==> config.mk <==
export PLATFORM = sky130hd
export DESIGN_NAME = merge_out_packer
export DESIGN_NICKNAME = d
export VERILOG_FILES = /design/src/rtl/merge_pkg.sv /design/src/rtl/merge_out_packer_pack_line_reg.sv /design/src/rtl/merge_out_packer.sv
export SDC_FILE = /design/constraint.sdc
export NUM_CORES = 2
export LEC_CHECK = 0
export CORE_MARGIN = 2
export CORE_UTILIZATION = 35
export DETAILED_ROUTE_END_ITERATION = 12
export PLACE_DENSITY_LB_ADDON = 0.3
export SLEW_MARGIN = 25
export SYNTH_ARGS = -nofsm -noshare
export SYNTH_HDL_FRONTEND = slang
export SYNTH_SLANG_ARGS = --single-unit
export TNS_END_PERCENT = 5
==> constraint.sdc <==
create_clock -name i_clk -period 6.75 [get_ports i_clk]
set_input_delay 1.6875 -clock i_clk [delete_from_list [all_inputs] [get_ports i_clk]]
set_output_delay 1.6875 -clock i_clk [all_outputs]
set_load 0.01 [all_outputs]
==> src/rtl/merge_pkg.sv <==
// Shared definitions for the merger-tree output path: item width,
// end-of-run terminator value and the lane-counter width helper.
package merge_pkg;

   localparam int ITEM_W = 32;
   localparam logic [ITEM_W-1:0] TERMINATOR = 32'hFFFF_FFFF;

   function automatic int lane_cnt_w(input int n);
      return (n > 1) ? $clog2(n) : 1;
   endfunction

endpackage

==> src/rtl/merge_out_packer_pack_line_reg.sv <==
// Output holding register for one packed line with a valid/ready handshake.
// A load always wins over a drain, so back-to-back lines leave no bubble.
module pack_line_reg #(
   parameter int W = 512
) (
   input  logic         i_clk,
   input  logic         i_rst_n,
   input  logic         i_load,
   input  logic [W-1:0] i_load_line,
   input  logic         i_load_last,
   input  logic         i_ready,
   output logic [W-1:0] o_line,
   output logic         o_valid,
   output logic         o_last
);

   logic [W-1:0] line_q, line_d;
   logic         valid_q, valid_d;
   logic         last_q, last_d;

   always_comb begin
      line_d  = line_q;
      valid_d = valid_q;
      last_d  = last_q;
      if (i_load) begin
         line_d  = i_load_line;
         valid_d = 1'b1;
         last_d  = i_load_last;
      end else if (valid_q && i_ready) begin
         valid_d = 1'b0;
         last_d  = 1'b0;
      end
   end

   always_ff @(posedge i_clk or negedge i_rst_n) begin
      if (!i_rst_n) begin
         line_q  <= '0;
         valid_q <= 1'b0;
         last_q  <= 1'b0;
      end else begin
         line_q  <= line_d;
         valid_q <= valid_d;
         last_q  <= last_d;
      end
   end

   assign o_line  = line_q;
   assign o_valid = valid_q;
   assign o_last  = last_q;

endmodule

==> src/rtl/merge_out_packer.sv <==
// Packs the root merger's sorted item stream into N-lane lines, pads and
// flushes the last partial line on the terminator and reports run length.
module merge_out_packer
   import merge_pkg::*;
#(
   parameter int                N          = 16,
   parameter logic [ITEM_W-1:0] TERMINATOR = merge_pkg::TERMINATOR
) (
   input  logic                  i_clk,
   input  logic                  i_rst_n,
   input  logic [ITEM_W-1:0]     i_data,
   input  logic                  i_write,
   output logic                  o_ready,
   output logic [ITEM_W*N-1:0]   o_line,
   output logic                  o_line_valid,
   output logic                  o_line_last,
   input  logic                  i_line_ready,
   output logic                  o_run_done,
   output logic [31:0]           o_run_len
);

   localparam int CNT_W = lane_cnt_w(N);

   logic [CNT_W-1:0]            cnt_q, cnt_d;
   logic [N-1:0][ITEM_W-1:0]    buf_q, buf_d;
   logic [N-1:0][ITEM_W-1:0]    line_build;
   logic [31:0]                 run_cnt_q, run_cnt_d;
   logic [31:0]                 run_len_q, run_len_d;
   logic                        run_done_q, run_done_d;
   logic                        accept;
   logic                        is_term;
   logic                        line_done;

   assign o_ready = ~o_line_valid | i_line_ready;

   always_comb begin
      accept     = i_write & o_ready;
      is_term    = (i_data == TERMINATOR);
      line_done  = accept & (is_term | (cnt_q == CNT_W'(N - 1)));
      line_build = buf_q;
      line_build[cnt_q] = i_data;
      // A terminator closes the line early: every lane above it is padding.
      if (is_term) begin
         for (int k = 0; k < N; k++) begin
            if (k > int'(cnt_q)) line_build[k] = TERMINATOR;
         end
      end

      buf_d      = buf_q;
      cnt_d      = cnt_q;
      run_cnt_d  = run_cnt_q;
      run_len_d  = run_len_q;
      run_done_d = 1'b0;
      if (accept) begin
         buf_d[cnt_q] = i_data;
         if (is_term) begin
            cnt_d      = '0;
            run_cnt_d  = '0;
            run_len_d  = run_cnt_q;
            run_done_d = 1'b1;
         end else begin
            cnt_d     = line_done ? '0 : cnt_q + 1'b1;
            run_cnt_d = run_cnt_q + 32'd1;
         end
      end
   end

   always_ff @(posedge i_clk or negedge i_rst_n) begin
      if (!i_rst_n) begin
         cnt_q      <= '0;
         buf_q      <= '0;
         run_cnt_q  <= '0;
         run_len_q  <= '0;
         run_done_q <= 1'b0;
      end else begin
         cnt_q      <= cnt_d;
         buf_q      <= buf_d;
         run_cnt_q  <= run_cnt_d;
         run_len_q  <= run_len_d;
         run_done_q <= run_done_d;
      end
   end

   pack_line_reg #(
      .W (ITEM_W * N)
   ) u_line_reg (
      .i_clk       (i_clk),
      .i_rst_n     (i_rst_n),
      .i_load      (line_done),
      .i_load_line (line_build),
      .i_load_last (is_term),
      .i_ready     (i_line_ready),
      .o_line      (o_line),
      .o_valid     (o_line_valid),
      .o_last      (o_line_last)
   );

   assign o_run_done = run_done_q;
   assign o_run_len  = run_len_q;

endmodule

# == Word-level counts from Yosys, hierarchy flattened ==
# Cells that the tools add are included.
# op_classes
n_addsub,2
n_mul,0
div,0
order_cmp,17
eq_ne,2
n_shift,0
mux,27
n_bitwise,5
n_reduce_logical,4
# ops
cell,n
$mux 32,17
$bwmux 512,1
$mux 480,1
$demux 32 s4,1
$add 32x1->32 const B,1
$eq 32x32->1 const B,1
$gt 4x4->1 const A,8
$gt 3x4->1 const A,4
$gt 2x4->1 const A,2
$mux 4,2
$lt 4x5->1 const B,1
$mux 1,5
$add 4x1->4 const B,1
$eq 4x4->1 const B,1
$ge 4x1->1 const B,1
$gt 1x4->1 const A,1
$and 1x1->1,2
$logic_and 1x1->1,2
$or 1x1->1,2
$reduce_and 2->1,1
$reduce_bool 2->1,1
$not 1->1,1
# word_totals
regBits,1095
latchBits,0
ram_bits,0
mem_bits_ro,0
mem_count,0

# == Depth between registers and ports, before layout ==
# depth
depth_word,7
ltp_mapped,10
mapped_depth_nobuf,6

# == Modules after synthesis ==
# Synthesis repeated with hierarchy kept, for this count alone.
# hier_totals
cells_unflattened,4210
area_unflattened_um2,49199.7
# by_module_without_submodules
mod,instances,cells_per_inst,area_each_um2,seq_area_each_um2
merge_out_packer,1,3122,29609.6,14538.9
pack_line_reg,1,1088,19590.0,12862.3

# == Worst setup path after synthesis ==
# OpenSTA, ideal clock, no wires.
# synth_path
kind,in2out
from,input port i_line_ready
to,output port o_ready
arrival_time_ns,1.987
required_ns,5.062
path_slack_ns,3.076
stages,2
path_buffers,1
path_cell_list,nand2b_1 clkbuf_1
# synth_between
elab_chain_cells,1
# synth_rtl
item,line,source
"start, declared",merge_out_packer.sv:17,"input logic i_line_ready,"
$or 1x1->1,merge_out_packer.sv:34,assign o_ready = ~o_line_valid | i_line_ready;
"end, declared",merge_out_packer.sv:13,"output logic o_ready,"
# No other way between the ends.

# == Final worst setup path ==
# layout_path
from,input port i_data[5]
to,"register u_line_reg.line_q[354], in the netlist u_line_reg.o_line[354]"
# layout_between
elab_chain_cells,3
word_cells_on_any_way,4
cone_classes,eq/ne (1); mux (1); bitwise (2)
# layout_rtl
item,line,source
"start, declared",merge_out_packer.sv:11,"input logic [ITEM_W-1:0] i_data,"
$eq 32x32->1 *,merge_out_packer.sv:38,is_term = (i_data == TERMINATOR);
$or 1x1->1,merge_out_packer.sv:39,line_done = accept & (is_term | (cnt_q == CNT_W'(N - 1)));
$and 1x1->1,merge_out_packer.sv:39,
"end signal, assigned",merge_out_packer_pack_line_reg.sv:41,line_q <= line_d;
"end, declared",merge_out_packer_pack_line_reg.sv:17,"logic [W-1:0] line_q, line_d;"
# Mark *: on every way between the ends. The rest lies on a longest branch, timed or not.
# A chain may end at the register's enable or synchronous reset.

==> results.md <==
- First-pass DRT Iterations: 7
- Post-layout util: 43.8%
- Fin. Hold Viols: 0
- Synth Area in Simple Gates: 4.16%
- Clock sinks: 1063
- Top cells by area, synth: dfrtp_1, mux2_2, mux2i_1, a21oi_1, a31oi_1
- GRT Overall Usage: a little over a fifth
- Post-synthesis mux area share: 23.1%
- Largest stage delay, worst path: around 0.67 ns
- GRT met1 Usage: between 30% and 40%
- Startpoint kind of the worst setup timing path: input port
- Tmin final: 4.77 ns
- Synth Area in Compound Gates: 10.7%
- Crit-path slowest cell: or4_1
- MaxCap Viol Count: 0
- Run status: complete, no violations
- Power density over cell area: 482 nW/µm²
- Number of nets still failing antenna checks after routing: 0
- Cell count after synthesis: 3631
- DIE HEIGHT: 367 µm
- Slew Limit Headroom: 27.5%
- Final number of setup-violating endpoints: 0
- Worst Setup Slack, final: between 1.5 and 2 ns
- Vias: about 32000
- Drt drc: 0
- Clock Skews: 0.0373 ns
- Arrival @ worst endpoint: 5.41 ns
- Leak pwr: 26.2 nW
- Largest family of logic cells by synthesized area: multiplexers
- Clock Latency Late Sink: about 0.77 ns
- Area growth, synth to finish: 24.7%
- RePlAce Congestion: 0.805
- Initial Utilization: 35.2%
- Die Area: ~130000 µm²
- VDD IR max: roughly 0.00028 V
- Hold-fix buffers at CTS: 0
- Nets: 4063
- Post-synthesis xor/xnor area fraction: less than 1%
- Leading cell types in the layout, fill and taps excluded: dfrtp_1, clkdlybuf4s50_1, mux2_2, mux2i_1, a21oi_1
- Total core area: approximately 130000 µm²
- Initial DRC Count: 2522
- Top Family by Delay on Critical Path: buffers and inverters
- Fin crit share: 70.7%
- Reg-to-reg slack, setup: about 3.4 ns
- HP Class: reg -> reg
- CTS tree: done
- Most common cell after layout, fill and taps aside: dfrtp_1
- Final WL: 150000 µm
- Layer with the highest usage: met2
- HPWL Detailed: 92200 µm
- Net count after synthesis: 3672
- Register bit total from synthesis: 1063
- Htree depth: 3
- Worst-margin pin slew: 1.09 ns
- Crit path required time: 7.39 ns
- Antenna violations before repair: 3
- GR Util met2: 34.4%
- Pins over their slew limit: 0
- Post-DP Area: 53500 µm²
- Fmax: approximately 210 MHz
- CP endpoint kind: flip-flop
- Cts repair resizes: 0
- Critical path class: in -> reg
- Register area share after synthesis: 57.8%
- Finished Cell Area: between 50000 and 60000 µm²
- Avg Inst Size Synth: 12.7 µm²
- Synth area leader: dfrtp_1
- Drt via density: 5.48
- Clk pin slew, worst setup/hold paths: 0.06 ns
- Postcts setup bufs: 0
- Input/output buffers: just under 600
- Crit path buf inv count: 4
- GR Overflow Total: 0
- Synth warnings: 0
- Yosys cell types: 44
- CTS buffer count: 116
- Clock Tree Buf Depth: 3
- GR met3 Demand/Resource: ~3.3%
- Syn Std Cell Area: roughly 46000 µm²
- Clock Tree Root: clkbuf_16
- Share of cells above drive strength 1: 21.8%
- Crit-path cells: clkdlybuf4s50_1 -> buf_4 -> nand4_1 -> or4_1 -> o21ai_4 -> buf_12 -> buf_16 -> a21oi_1 -> a31oi_1
- Synth top area share: around 58%
- Largest net degree at the start of global routing: 183
- # IOs: 584
- Vias in the first global route: 32020
- Post-Synth Adder-Cell Area: less than 1%
- Post-DR wirelength/cell: approximately 26 µm
- DP Worst Slack: 1.31 ns
- Critical path fanouts, max: 137
- RSZ-0062 raised after global routing: false
- Post-route setup TNS: 0 ns
- Die Wd: between 300 and 400 µm
- First-pass GRT wire length: around 220000 µm
- Core Rows: about 130
[flip-flops by register name (all words and copies together) (netlist names)]
name and cells:
u_line_reg.o_line 512, buf_q 480, o_run_len 32, run_cnt_q 32
cnt_q 4, o_run_done 1, u_line_reg.o_last 1, u_line_reg.o_valid 1
[cells in the mapped netlist]
| library cell | instances |
|---|---|
| nand4b_1 | 1 |
| o21ai_0 | 11 |
| ha_1 | 5 |
| o22a_1 | 33 |
| o2bb2ai_1 | 2 |
| mux2_1 | 8 |
| a21oi_1 | 293 |
| nor4_1 | 9 |
| buf_2 | 102 |
| xnor2_1 | 20 |
| inv_1 | 10 |
| dfrtp_1 | 1063 |
| a21oi_2 | 1 |
| o21ai_1 | 2 |
| nor3_1 | 12 |
| or3_1 | 5 |
| nand2b_1 | 3 |
| xor2_1 | 4 |
| a31oi_1 | 191 |
| clkbuf_1 | 257 |
| a2bb2oi_1 | 96 |
| or2_2 | 6 |
| nor4_4 | 2 |
| buf_1 | 48 |
| o22ai_1 | 1 |
| nor2b_1 | 4 |
| nand4_1 | 143 |
| nand3_1 | 26 |
| o211ai_1 | 1 |
| o31ai_1 | 4 |
| and3_1 | 4 |
| or4_1 | 4 |
| mux2_2 | 537 |
| o32a_1 | 1 |
| and4_1 | 2 |
| a31o_2 | 1 |
| a22o_1 | 1 |
| a32o_1 | 1 |
| nor2_1 | 96 |
| mux2i_1 | 447 |
| and2_1 | 4 |
| o21a_1 | 130 |
| nand3b_1 | 1 |
| nand2_1 | 39 |
[cells by family (layout without fill, tap and decap cells)]
family	Yosys count	after routing
AO/OA/AOI/OAI	769	769
multiplexers	992	992
XOR/XNOR	24	24
other	0	2
adder cells (fa/ha/maj)	5	5
AND/OR/NAND/NOR	361	361
buffers and inverters	417	898
flip-flops	1063	1063
[power by group]
group | total, mW | switching (mW) | internal [mW] | leakage, nW
clock | 6.46 | 2.73 | 3.74 | 1.91
combinational | 9.86 | 4.25 | 5.61 | 11.2
sequential | 11.3 | 1.99 | 9.35 | 13.1
total | 27.7 | 8.96 | 18.7 | 26.2
[worst reg2reg max path, delay by kind of cell (launching register included)]
| family | cells | cell delay [ns] |
|---|---|---|
| buffers and inverters | 1 | 0.31 |
| DFF | 1 | 0.32 |
| muxes | 1 | 0.48 |
| and+or+nand+nor | 3 | 2.10 |
[path summary, 6_finish.rpt]
path / start / end / depth (start not counted)
min in group asynchronous: i_rst_n / run_cnt_q[15]$_DFFE_PN0P_ / 1
worst max-delay path: i_data[5] / u_line_reg.o_line[354]$_DFFE_PN0P_ / 9
worst min-delay path: u_line_reg.o_line[496]$_DFFE_PN0P_ / u_line_reg.o_line[496]$_DFFE_PN0P_ / 1
worst min register to register: u_line_reg.o_line[496]$_DFFE_PN0P_ / u_line_reg.o_line[496]$_DFFE_PN0P_ / 1
worst max register to register: cnt_q[3]$_DFFE_PN0P_ / buf_q[329]$_DFFE_PN0P_ / 5
max in group asynchronous: i_rst_n / buf_q[135]$_DFFE_PN0P_ / 2
[layer usage]
layer | part of all wire, % | vias up
met4 | 2.6 | 2
li1 | - | 14076
met2 | 46 | 939
met5 | 0.0087 | -
met3 | 5.3 | 183
met1 | 46 | 16958
[final cells by class]
type | count | area [µm²]
Clock buffer | 171 | 3430
Sequential cell | 1063 | 26600
Timing Repair Buffer | 680 | 6700
Inverter | 10 | 37.5
Antenna cell | 2 | 5.00
Multi-Input combinational cell | 2151 | 18000
Clock inverter | 37 | 425
Tap cell | 1755 | 2200
Fill cell | 12130 | 73500
[stage by stage]
step | hold WS [ns] | cells | power, mW
floorplan | 0.464 | 3631 | 16.1
global placement | 0.469 | 5657 | 21.1
detailed placement | 0.477 | 5658 | 21.3
CTS | 0.490 | 5866 | 27.9
global route | 0.505 | 5867 | 29.1
finish | 0.486 | 5869 | 27.7
(Power assumes the default switching activity.)
